$ cat src/rtl/data_mem_pkg.sv
// Shared types and default sizes for the sweeping data memory.
package data_mem_pkg;

  typedef enum logic [1:0] {
    CLEAR   = 2'd0,
    PRESET0 = 2'd1,
    PRESET1 = 2'd2,
    READY   = 2'd3
  } sweep_state_t;

  localparam int DW_DEF = 8;
  localparam int AW_DEF = 8;

endpackage

$ cat src/rtl/data_mem_sweep_if.sv
// User-side bus of the data memory: one shared pointer for read and write.
interface data_mem_sweep_if
  import data_mem_pkg::*;
#(
  parameter int DW = DW_DEF,
  parameter int AW = AW_DEF
);

  logic          WriteEn;
  logic          ReadEn;
  logic [AW-1:0] DataAddress;
  logic [DW-1:0] DataIn;
  logic          ClearReq;
  logic [DW-1:0] DataOut;
  logic          DataValid;
  logic          Ready;

  modport master (
    output WriteEn, ReadEn, DataAddress, DataIn, ClearReq,
    input  DataOut, DataValid, Ready
  );

  modport slave (
    input  WriteEn, ReadEn, DataAddress, DataIn, ClearReq,
    output DataOut, DataValid, Ready
  );

endinterface

$ cat src/rtl/data_mem_sweep_fsm.sv
// Sweep sequencer: clears every word, plants two constants, then hands the
// array to the user by raising Ready.
module data_mem_sweep_fsm
  import data_mem_pkg::*;
#(
  parameter int DW      = DW_DEF,
  parameter int AW      = AW_DEF,
  parameter int DEPTH   = 2**AW,
  parameter int P0_ADDR = 16,
  parameter int P0_VAL  = 254,
  parameter int P1_ADDR = 244,
  parameter int P1_VAL  = 5
) (
  input  logic          Clk,
  input  logic          ResetN,
  input  logic          i_clear_req,
  output logic          o_ready,
  output logic          o_we,
  output logic [AW-1:0] o_addr,
  output logic [DW-1:0] o_data
);

  // One bit wider than the address so DEPTH = 2**AW ends without wrapping.
  localparam logic [AW:0] LAST_IDX = (AW+1)'(DEPTH - 1);

  sweep_state_t r_state, w_state_nxt;
  logic [AW:0]  r_cnt, w_cnt_nxt;
  logic         r_ready, w_ready_nxt;

  // State, counter and Ready registers.
  always_ff @(posedge Clk or negedge ResetN) begin
    if (!ResetN) begin
      r_state <= CLEAR;
      r_cnt   <= '0;
      r_ready <= 1'b0;
    end else begin
      r_state <= w_state_nxt;
      r_cnt   <= w_cnt_nxt;
      r_ready <= w_ready_nxt;
    end
  end

  // Next state and the internal write port.
  always_comb begin
    w_state_nxt = r_state;
    w_cnt_nxt   = r_cnt;
    w_ready_nxt = r_ready;
    o_we        = 1'b0;
    o_addr      = '0;
    o_data      = '0;
    case (r_state)
      CLEAR: begin
        o_we        = 1'b1;
        o_addr      = r_cnt[AW-1:0];
        w_ready_nxt = 1'b0;
        if (r_cnt == LAST_IDX) begin
          w_state_nxt = PRESET0;
          w_cnt_nxt   = '0;
        end else begin
          w_cnt_nxt   = r_cnt + (AW+1)'(1);
        end
      end
      PRESET0: begin
        o_we        = 1'b1;
        o_addr      = AW'(P0_ADDR);
        o_data      = DW'(P0_VAL);
        w_state_nxt = PRESET1;
      end
      PRESET1: begin
        // Written last, so P1 wins if both presets share an address.
        o_we        = 1'b1;
        o_addr      = AW'(P1_ADDR);
        o_data      = DW'(P1_VAL);
        w_state_nxt = READY;
        w_ready_nxt = 1'b1;
      end
      READY: begin
        if (i_clear_req) begin
          w_state_nxt = CLEAR;
          w_cnt_nxt   = '0;
          w_ready_nxt = 1'b0;
        end else begin
          w_ready_nxt = 1'b1;
        end
      end
      default: begin
        w_state_nxt = CLEAR;
        w_cnt_nxt   = '0;
        w_ready_nxt = 1'b0;
      end
    endcase
  end

  assign o_ready = r_ready;

endmodule

$ cat src/rtl/data_mem_sweep.sv
// Parametrised single-pointer data memory with self-clearing sweep and a
// Ready flag gating all user access.
module data_mem_sweep
  import data_mem_pkg::*;
#(
  parameter int DW      = DW_DEF,
  parameter int AW      = AW_DEF,
  parameter int DEPTH   = 2**AW,
  parameter int RD_LAT  = 0,
  parameter int P0_ADDR = 16,
  parameter int P0_VAL  = 254,
  parameter int P1_ADDR = 244,
  parameter int P1_VAL  = 5
) (
  input logic             Clk,
  input logic             ResetN,
  data_mem_sweep_if.slave bus
);

  localparam logic [AW:0] DEPTH_W = (AW+1)'(DEPTH);

  logic [DW-1:0] r_core [0:DEPTH-1];

  logic          w_ready;
  logic          w_fsm_we;
  logic [AW-1:0] w_fsm_addr;
  logic [DW-1:0] w_fsm_data;
  logic          w_user_we;
  logic          w_we;
  logic [AW-1:0] w_wr_addr;
  logic [DW-1:0] w_wr_data;
  logic          w_wr_in_range;
  logic          w_rd_in_range;
  logic [DW-1:0] w_rd_data;

  data_mem_sweep_fsm #(
    .DW(DW), .AW(AW), .DEPTH(DEPTH),
    .P0_ADDR(P0_ADDR), .P0_VAL(P0_VAL),
    .P1_ADDR(P1_ADDR), .P1_VAL(P1_VAL)
  ) u_fsm (
    .Clk         (Clk),
    .ResetN      (ResetN),
    .i_clear_req (bus.ClearReq),
    .o_ready     (w_ready),
    .o_we        (w_fsm_we),
    .o_addr      (w_fsm_addr),
    .o_data      (w_fsm_data)
  );

  // Sweep and user never write in the same cycle; ClearReq drops a user write.
  assign w_user_we     = bus.WriteEn & w_ready & ~bus.ClearReq;
  assign w_we          = w_fsm_we | w_user_we;
  assign w_wr_addr     = w_fsm_we ? w_fsm_addr : bus.DataAddress;
  assign w_wr_data     = w_fsm_we ? w_fsm_data : bus.DataIn;
  assign w_wr_in_range = ({1'b0, w_wr_addr} < DEPTH_W);
  assign w_rd_in_range = ({1'b0, bus.DataAddress} < DEPTH_W);
  assign w_rd_data     = w_rd_in_range ? r_core[bus.DataAddress] : '0;

  // Storage array; contents are established by the sweep, not by reset.
  always_ff @(posedge Clk) begin
    if (w_we && w_wr_in_range) begin
      r_core[w_wr_addr] <= w_wr_data;
    end
  end

  assign bus.Ready = w_ready;

  generate
    if (RD_LAT == 0) begin : g_comb_rd
      assign bus.DataOut   = w_ready ? w_rd_data : '0;
      assign bus.DataValid = bus.ReadEn & w_ready;
    end else begin : g_reg_rd
      logic [DW-1:0] r_dout;
      logic          r_valid;

      // Registered read port; sampling before the array update gives read-first.
      always_ff @(posedge Clk or negedge ResetN) begin
        if (!ResetN) begin
          r_dout  <= '0;
          r_valid <= 1'b0;
        end else if (bus.ReadEn && w_ready) begin
          r_dout  <= w_rd_data;
          r_valid <= 1'b1;
        end else begin
          r_valid <= 1'b0;
        end
      end

      assign bus.DataOut   = r_dout;
      assign bus.DataValid = r_valid;
    end
  endgenerate

endmodule
$ cat src/flat_wrapper.sv
// flat-port wrapper written by rule: the top's interface ports become plain ports
module data_mem_sweep_flat import data_mem_pkg::*;
#(
  parameter int DW      = DW_DEF,
  parameter int AW      = AW_DEF,
  parameter int DEPTH   = 2**AW,
  parameter int RD_LAT  = 0,
  parameter int P0_ADDR = 16,
  parameter int P0_VAL  = 254,
  parameter int P1_ADDR = 244,
  parameter int P1_VAL  = 5
)
  (Clk, ResetN, bus_WriteEn, bus_ReadEn, bus_DataAddress, bus_DataIn, bus_ClearReq, bus_DataOut, bus_DataValid, bus_Ready);
  data_mem_sweep_if #(.DW(DW), .AW(AW)) bus_i ();
  input logic Clk;
  input logic ResetN;
  input wire logic [$bits(bus_i.WriteEn)-1:0] bus_WriteEn;
  input wire logic [$bits(bus_i.ReadEn)-1:0] bus_ReadEn;
  input wire logic [$bits(bus_i.DataAddress)-1:0] bus_DataAddress;
  input wire logic [$bits(bus_i.DataIn)-1:0] bus_DataIn;
  input wire logic [$bits(bus_i.ClearReq)-1:0] bus_ClearReq;
  output wire logic [$bits(bus_i.DataOut)-1:0] bus_DataOut;
  output wire logic [$bits(bus_i.DataValid)-1:0] bus_DataValid;
  output wire logic [$bits(bus_i.Ready)-1:0] bus_Ready;
  assign bus_i.WriteEn = bus_WriteEn;
  assign bus_i.ReadEn = bus_ReadEn;
  assign bus_i.DataAddress = bus_DataAddress;
  assign bus_i.DataIn = bus_DataIn;
  assign bus_i.ClearReq = bus_ClearReq;
  assign bus_DataOut = bus_i.DataOut;
  assign bus_DataValid = bus_i.DataValid;
  assign bus_Ready = bus_i.Ready;
  data_mem_sweep #(.DW(DW), .AW(AW), .DEPTH(DEPTH), .RD_LAT(RD_LAT), .P0_ADDR(P0_ADDR), .P0_VAL(P0_VAL), .P1_ADDR(P1_ADDR), .P1_VAL(P1_VAL)) u_core (.Clk(Clk), .ResetN(ResetN), .bus(bus_i));
endmodule
$ cat config.mk
export PLATFORM = sky130hd
export DESIGN_NAME = data_mem_sweep_flat
export DESIGN_NICKNAME = d
export VERILOG_FILES = /design/src/rtl/data_mem_pkg.sv /design/src/rtl/data_mem_sweep_if.sv /design/src/rtl/data_mem_sweep_fsm.sv /design/src/rtl/data_mem_sweep.sv /design/src/flat_wrapper.sv
export SDC_FILE = /design/constraint.sdc
export NUM_CORES = 2
export LEC_CHECK = 0
export CAP_MARGIN = 10
export CORE_MARGIN = 5
export CORE_UTILIZATION = 35
export DETAILED_ROUTE_END_ITERATION = 12
export GPL_TIMING_DRIVEN = 0
export HOLD_SLACK_MARGIN = 0.08
export PLACE_DENSITY = 0.54
export SLEW_MARGIN = 10
export SYNTH_ARGS = -nofsm -noshare
export SYNTH_HDL_FRONTEND = slang
export SYNTH_SLANG_ARGS = --single-unit
$ cat constraint.sdc
create_clock -name Clk -period 12.67 [get_ports Clk]
set_input_delay 2.534 -clock Clk [delete_from_list [all_inputs] [get_ports Clk]]
set_output_delay 2.534 -clock Clk [all_outputs]
set_load 0.01 [all_outputs]
Word-level counts from Yosys, hierarchy flattened. Memory sizes are Yosys's and may differ from the RTL's. Cells that the tools add are included.

Bits of input ports: 21. Memories: 1. Output and inout port bits: 10. Flip-flop bits (word level): 12. Bits in writable memories: 2048.

Memories: u_core.r_core (words 256, width 8, read ports 1, clocked after memory_dff 0, write ports 1, line data_mem_sweep.sv:22) `logic [DW-1:0] r_core [0:DEPTH-1];`.

Bitwise operators: 5. Mux-type cells: 16. Eq/ne operators: 6. Reductions and logical operators: 6. Add/sub/neg operators: 1.

Operators with widths (number): $mux W8 (3); $pmux W8 S3 (1); $mux W9 (2); $pmux W9 S2 (1); $pmux W8 S2 (1); $add A9 B1 Y9 const B (1); $eq A9 B8 Y1 const B (1); $pmux W2 S4 (1); $eq A2 B2 Y1 const B (2); $mux W1 (4); $mux W2 (2); $ne A2 B2 Y1 const B (2); $reduce_and A2 Y1 (2); $and A1 B1 Y1 (3); $pmux W1 S3 (1); $reduce_bool A3 Y1 (1); $reduce_or A3 Y1 (1); $eq A2 B1 Y1 const B (1); $logic_not A2 Y1 (1); $reduce_bool A2 Y1 (1); $not A1 Y1 (1); $or A1 B1 Y1 (1).

Depth between registers and ports, before layout.
Depth after elaboration: 6. Depth in mapped cells: 11.

By module. From an unflattened synthesis, not the netlist that was laid out.

Cells, all modules: 4096. Area, all modules: 81993.6 um^2.

By module, submodules not included: data_mem_sweep (cells each 4011, sequential area each 61499.0 um^2, instances 1, area each 81161.6 um^2); data_mem_sweep_fsm (cells each 85, sequential area each 300.3 um^2, instances 1, area each 832.0 um^2).

Worst setup path after synthesis. Ideal clock, no wire load.

Path type: in2out. Start point: input bus_DataAddress[0]. End point: output bus_DataOut[6]. Arrival: 4.303 ns. Data required time: 10.136 ns. Buffers on the path: 3. Slack: 5.833 ns. Stages on the path: 9. Path through: buf_6 > or3_2 > clkbuf_1 > buf_2 > o22ai_1 > a211oi_1 > nand2_1 > nand3_1 > o41ai_1.

Cells in the longest elaborated chain, start to end: 2.

Ends and longest elaborated chain: start, declared (line flat_wrapper.sv:19) `input wire logic [$bits(bus_i.DataAddress)-1:0] bus_DataAddress;`; $mem_v2 Z256 W8; $mux W8 (line data_mem_sweep.sv:70) `assign bus.DataOut = w_ready ? w_rd_data : '0;`; end, declared (line flat_wrapper.sv:22) `output wire logic [$bits(bus_i.DataOut)-1:0] bus_DataOut;`.

Every way passes these cells.

Worst setup path after layout.
Start point: input bus_DataAddress[3]. End point: output bus_DataOut[7].

The elaborated chain is that of the path after synthesis.

==> key figures <==
Outcome
  • Status: finished, violations left
  • Failing checks: capacitance limit, slew limit

Die
  • Initial Util: 35.21%
  • Width of the die: 491.3 um
  • Row count: 176
  • Core Area: 230,300 um^2
  • DIE AREA: 241,400 um^2
  • IO Count: 31
  • Die Height: 491.3 um

Critical path
  • Worst reg2reg setup slack: 7.37 ns
  • R2R cell count: 9
  • Setup CP Type: input port to primary output
  • Crit Reg-Reg Endpoint: u_core.r_core[181][0]$_DFFE_PP_
  • CP required: 10.14 ns
  • Arr. time, crit path: 9.04 ns
  • Critical path peak fanout: 10
  • Worst Setup End Kind: primary output
  • Crit start category: input port
  • Critical Path Start: bus_DataAddress[3]
  • Worst R2R Start: u_core.u_fsm.r_state[1]$_DFFE_PN0P_

Min path
  • Hold Path End: u_core.u_fsm.r_cnt[8]$_DFFE_PN0P_
  • Hold path start: u_core.u_fsm.r_cnt[8]$_DFFE_PN0P_
  • Hold Path Depth: 2
  • Worst Hold Class: register to register

Pwr
  • Leakage: 0.02952 uW
  • Combinational power share: 19.4%
  • Pwr dens: 205.4 nW/um^2
  • Flop pwr share: 48.2%
  • Clock share of power: 32.5%
  • Internal power: 13,280 uW
  • Worst ir drop on vdd: 0.0002814 V
  • Switching pwr: 5819 uW
  • Sw frac: 30.47%

Run
  • Total of max-cap violations: 1

Detailed routing
  • Antenna Nets Post-Route: 0
  • DRC violations left: 0
  • 1st-iter DRT viols: 8,402
  • DR vias/cell: 6.223
  • Detailed Routing Iterations Pass 1: 9
  • Vias: 47,220
  • WL per Instance: 42.48 um
  • Final WL: 322.3 mm

Clocking
  • CTS buffer count: 209
  • Clock buffer depth: 3
  • CTS Hold Bufs: 0
  • Clock Sinks: 2,060
  • Clk_lat worst skew: 0.89 ns
  • CTS tree: built
  • Clock transition at path regs: 0.06 ns
  • Post-CTS Setup Inserts: 0
  • H-tree lvl count: 4
  • Clock Tree Root: clkbuf_16
  • Cts repair resizes: 0

Final layout
  • Fraction of layout cells with a size suffix above 1: 19.13%
  • Net count, final: 4,397
  • Filler Cells Inserted: 20,500
  • Final core utilization: 40.37%
  • Area grow syn2layout: 14.68%

Yosys
  • Yosys reg bits: 2,060
  • Mapped Cells: 4,094
  • Synthesized Nets: 4,122
  • Area of the mapped netlist: 81,090 um^2
  • Synth warn: 0
  • Synth area leaders: edfxtp_1 76%, mux4_2 9.2%, mux2i_1 3.8%
  • Largest area contributor in the netlist: edfxtp_1
  • Asr flop ratio synth: 0.5825%
  • Post-synth EDFFs: 2,048
  • Yosys top cell area share: 75.84%
  • Synth Area per Inst: 19.81 um^2
  • Distinct cell type count after synthesis: 71
  • Ys flop type: edfxtp_1
  • Seq/Total Area, Yosys: 76.21%

STA
  • Fin. max-slew vios: 11
  • Fmax: 86.40 MHz
  • RSZ-0062 raised after global routing: no
  • Worst Tran Pin Value: 1.510 ns
  • Min Hold Slack: 0.5147 ns
  • Setup_tns: 0 ns
  • Final period utilization: 91.36%
  • Final Critical Period: 11.57 ns
  • Rel. slew slack: -0.6481%
  • Setup Skew: 0.04878 ns
  • Final hold violation count: 0
  • Final setup fails: 0

Placed design
  • Post-DP HPWL: 217.1 mm
  • Quantity of I/O buffers inserted on ports: 28
  • Gp weighted congestion: 1.021

GRT
  • Vias in the first global route: 44,020
  • Total gr overflow: 0
  • First-pass GRT wire length: 419.1 mm
  • Initial antenna violation count: 32
  • Largest net degree at the start of global routing: 125
  • Total track usage: 26.07%
-- state kept, by name (all words and copies together) (netlist names) --
| register | flops |
|---|---|
| u_core.u_fsm.r_state | 2 |
| u_core.u_fsm.o_ready | 1 |
| u_core.r_core | 2048 |
| u_core.u_fsm.r_cnt | 9 |
-- worst max-delay path, cell delays in order --
cell and delay, ns:
clkdlybuf4s50_1 0.67, clkinv_1 0.53, nor2_1 0.73, clkbuf_1 1.11, clkbuf_1 0.91, a22oi_1 0.55
a22oi_1 0.32, nand4_1 0.45, o31ai_1 0.49, clkdlybuf4s50_1 0.70
-- cells by family after synthesis --
group                    count (synthesis)  synth area share [%]
multiplexers                           678                 14.19
AND/OR/NAND/NOR                        651                 3.430
flip-flops                            2060                 76.21
buffers and inverters                  245                 2.125
adder cells (fa/ha/maj)                  7                0.1080
XOR/XNOR                                 2               0.02160
AO/OA/AOI/OAI                          451                 3.922
-- final cells by class --
class	instances	area, um^2	area share (%)
Timing Repair Buffer	64	1184	1.273
Multi-Input combinational cell	1789	17650	18.98
Tap cell	3026	3786	4.071
Clock inverter	124	1289	1.386
Clock buffer	261	5466	5.878
Buffer	236	1743	1.874
Inverter	9	33.78	0.03633
Sequential cell	2060	61800	66.45
Antenna cell	19	47.55	0.05112
-- cell usage in the layout (no fill, tap or decap), types with 19 or more instances in the layout --
master and count:
a21oi_1 58, a211oi_1 44, a22oi_1 63, nor2_1 318, buf_16 25, mux2i_1 307, clkbuf_16 210, o21ai_0 48
nand3_1 48, clkdlybuf4s50_1 28, diode_2 19, nand2_1 156, clkbuf_2 37, edfxtp_1 2048, clkbuf_1 89, buf_6 21
mux4_2 331, mux4_1 35, clkinv_2 36, clkinv_1 52, o221ai_1 77, buf_8 30, buf_2 73, o22ai_1 96
nor3_1 42
-- power groups by stage --
| stage | Combinational, uW | Sequential (uW) | Clock [uW] |
|---|---|---|---|
| after CTS | 3560 | 9190 | 6200 |
| after global routing | 3730 | 9200 | 6500 |
| after global placement | 3060 | 10300 | 0 |
| after floorplan | 1450 | 9700 | 0 |
| after detailed placement | 3570 | 9340 | 0 |
| final | 3700 | 9200 | 6200 |
-- metal layers --
layer  vias up  routed length [um]  track usage (%)
li1      17550                   -                -
met1     25160              121800            35.15
met3       812               41110            8.113
met2      3691              135700            36.93
met5         -                  49                0
met4         8               23660            15.79
-- stage by stage --
stage	setup WS [ns]	total power, uW	cells	cell area, um^2
6_report	1.095	19100	7588	93000
5_1_grt	1.465	19440	7572	92960
4_1_cts	1.482	18960	7568	92930
3_5_place_dp	1.492	12900	7183	86180
3_3_place_gp	0.9082	13330	7148	85160
2_1_floorplan	5.833	11150	4094	81090
-- worst max-delay path by stage --
stage,depth (start not counted),end
global route,10,bus_DataOut[5]
CTS,10,bus_DataOut[5]
finish,10,bus_DataOut[7]
global placement,10,bus_DataOut[6]
floorplan,9,bus_DataOut[6]
detailed placement,10,bus_DataOut[5]
-- cells in the mapped netlist (6+ instances only) --
library cell / n
edfxtp_1: 2048
mux4_2: 331
nor2_1: 320
mux2i_1: 307
nand2_1: 162
o22ai_1: 96
o221ai_1: 77
clkbuf_1: 76
buf_2: 66
a22oi_1: 63
a21oi_1: 58
nand3_1: 48
o21ai_0: 48
a211oi_1: 44
nor3_1: 42
mux4_1: 35
buf_8: 29
buf_6: 21
buf_4: 18
nor4_1: 18
nand4_1: 17
buf_1: 12
dfrtp_1: 12
a22o_1: 8
and3_1: 8
inv_1: 8
a31oi_1: 7
clkbuf_8: 7
ha_1: 7
a2111oi_0: 6
a221oi_1: 6
and2_1: 6
buf_12: 6
o21ai_1: 6
Power figures use the tool's default switching activity.
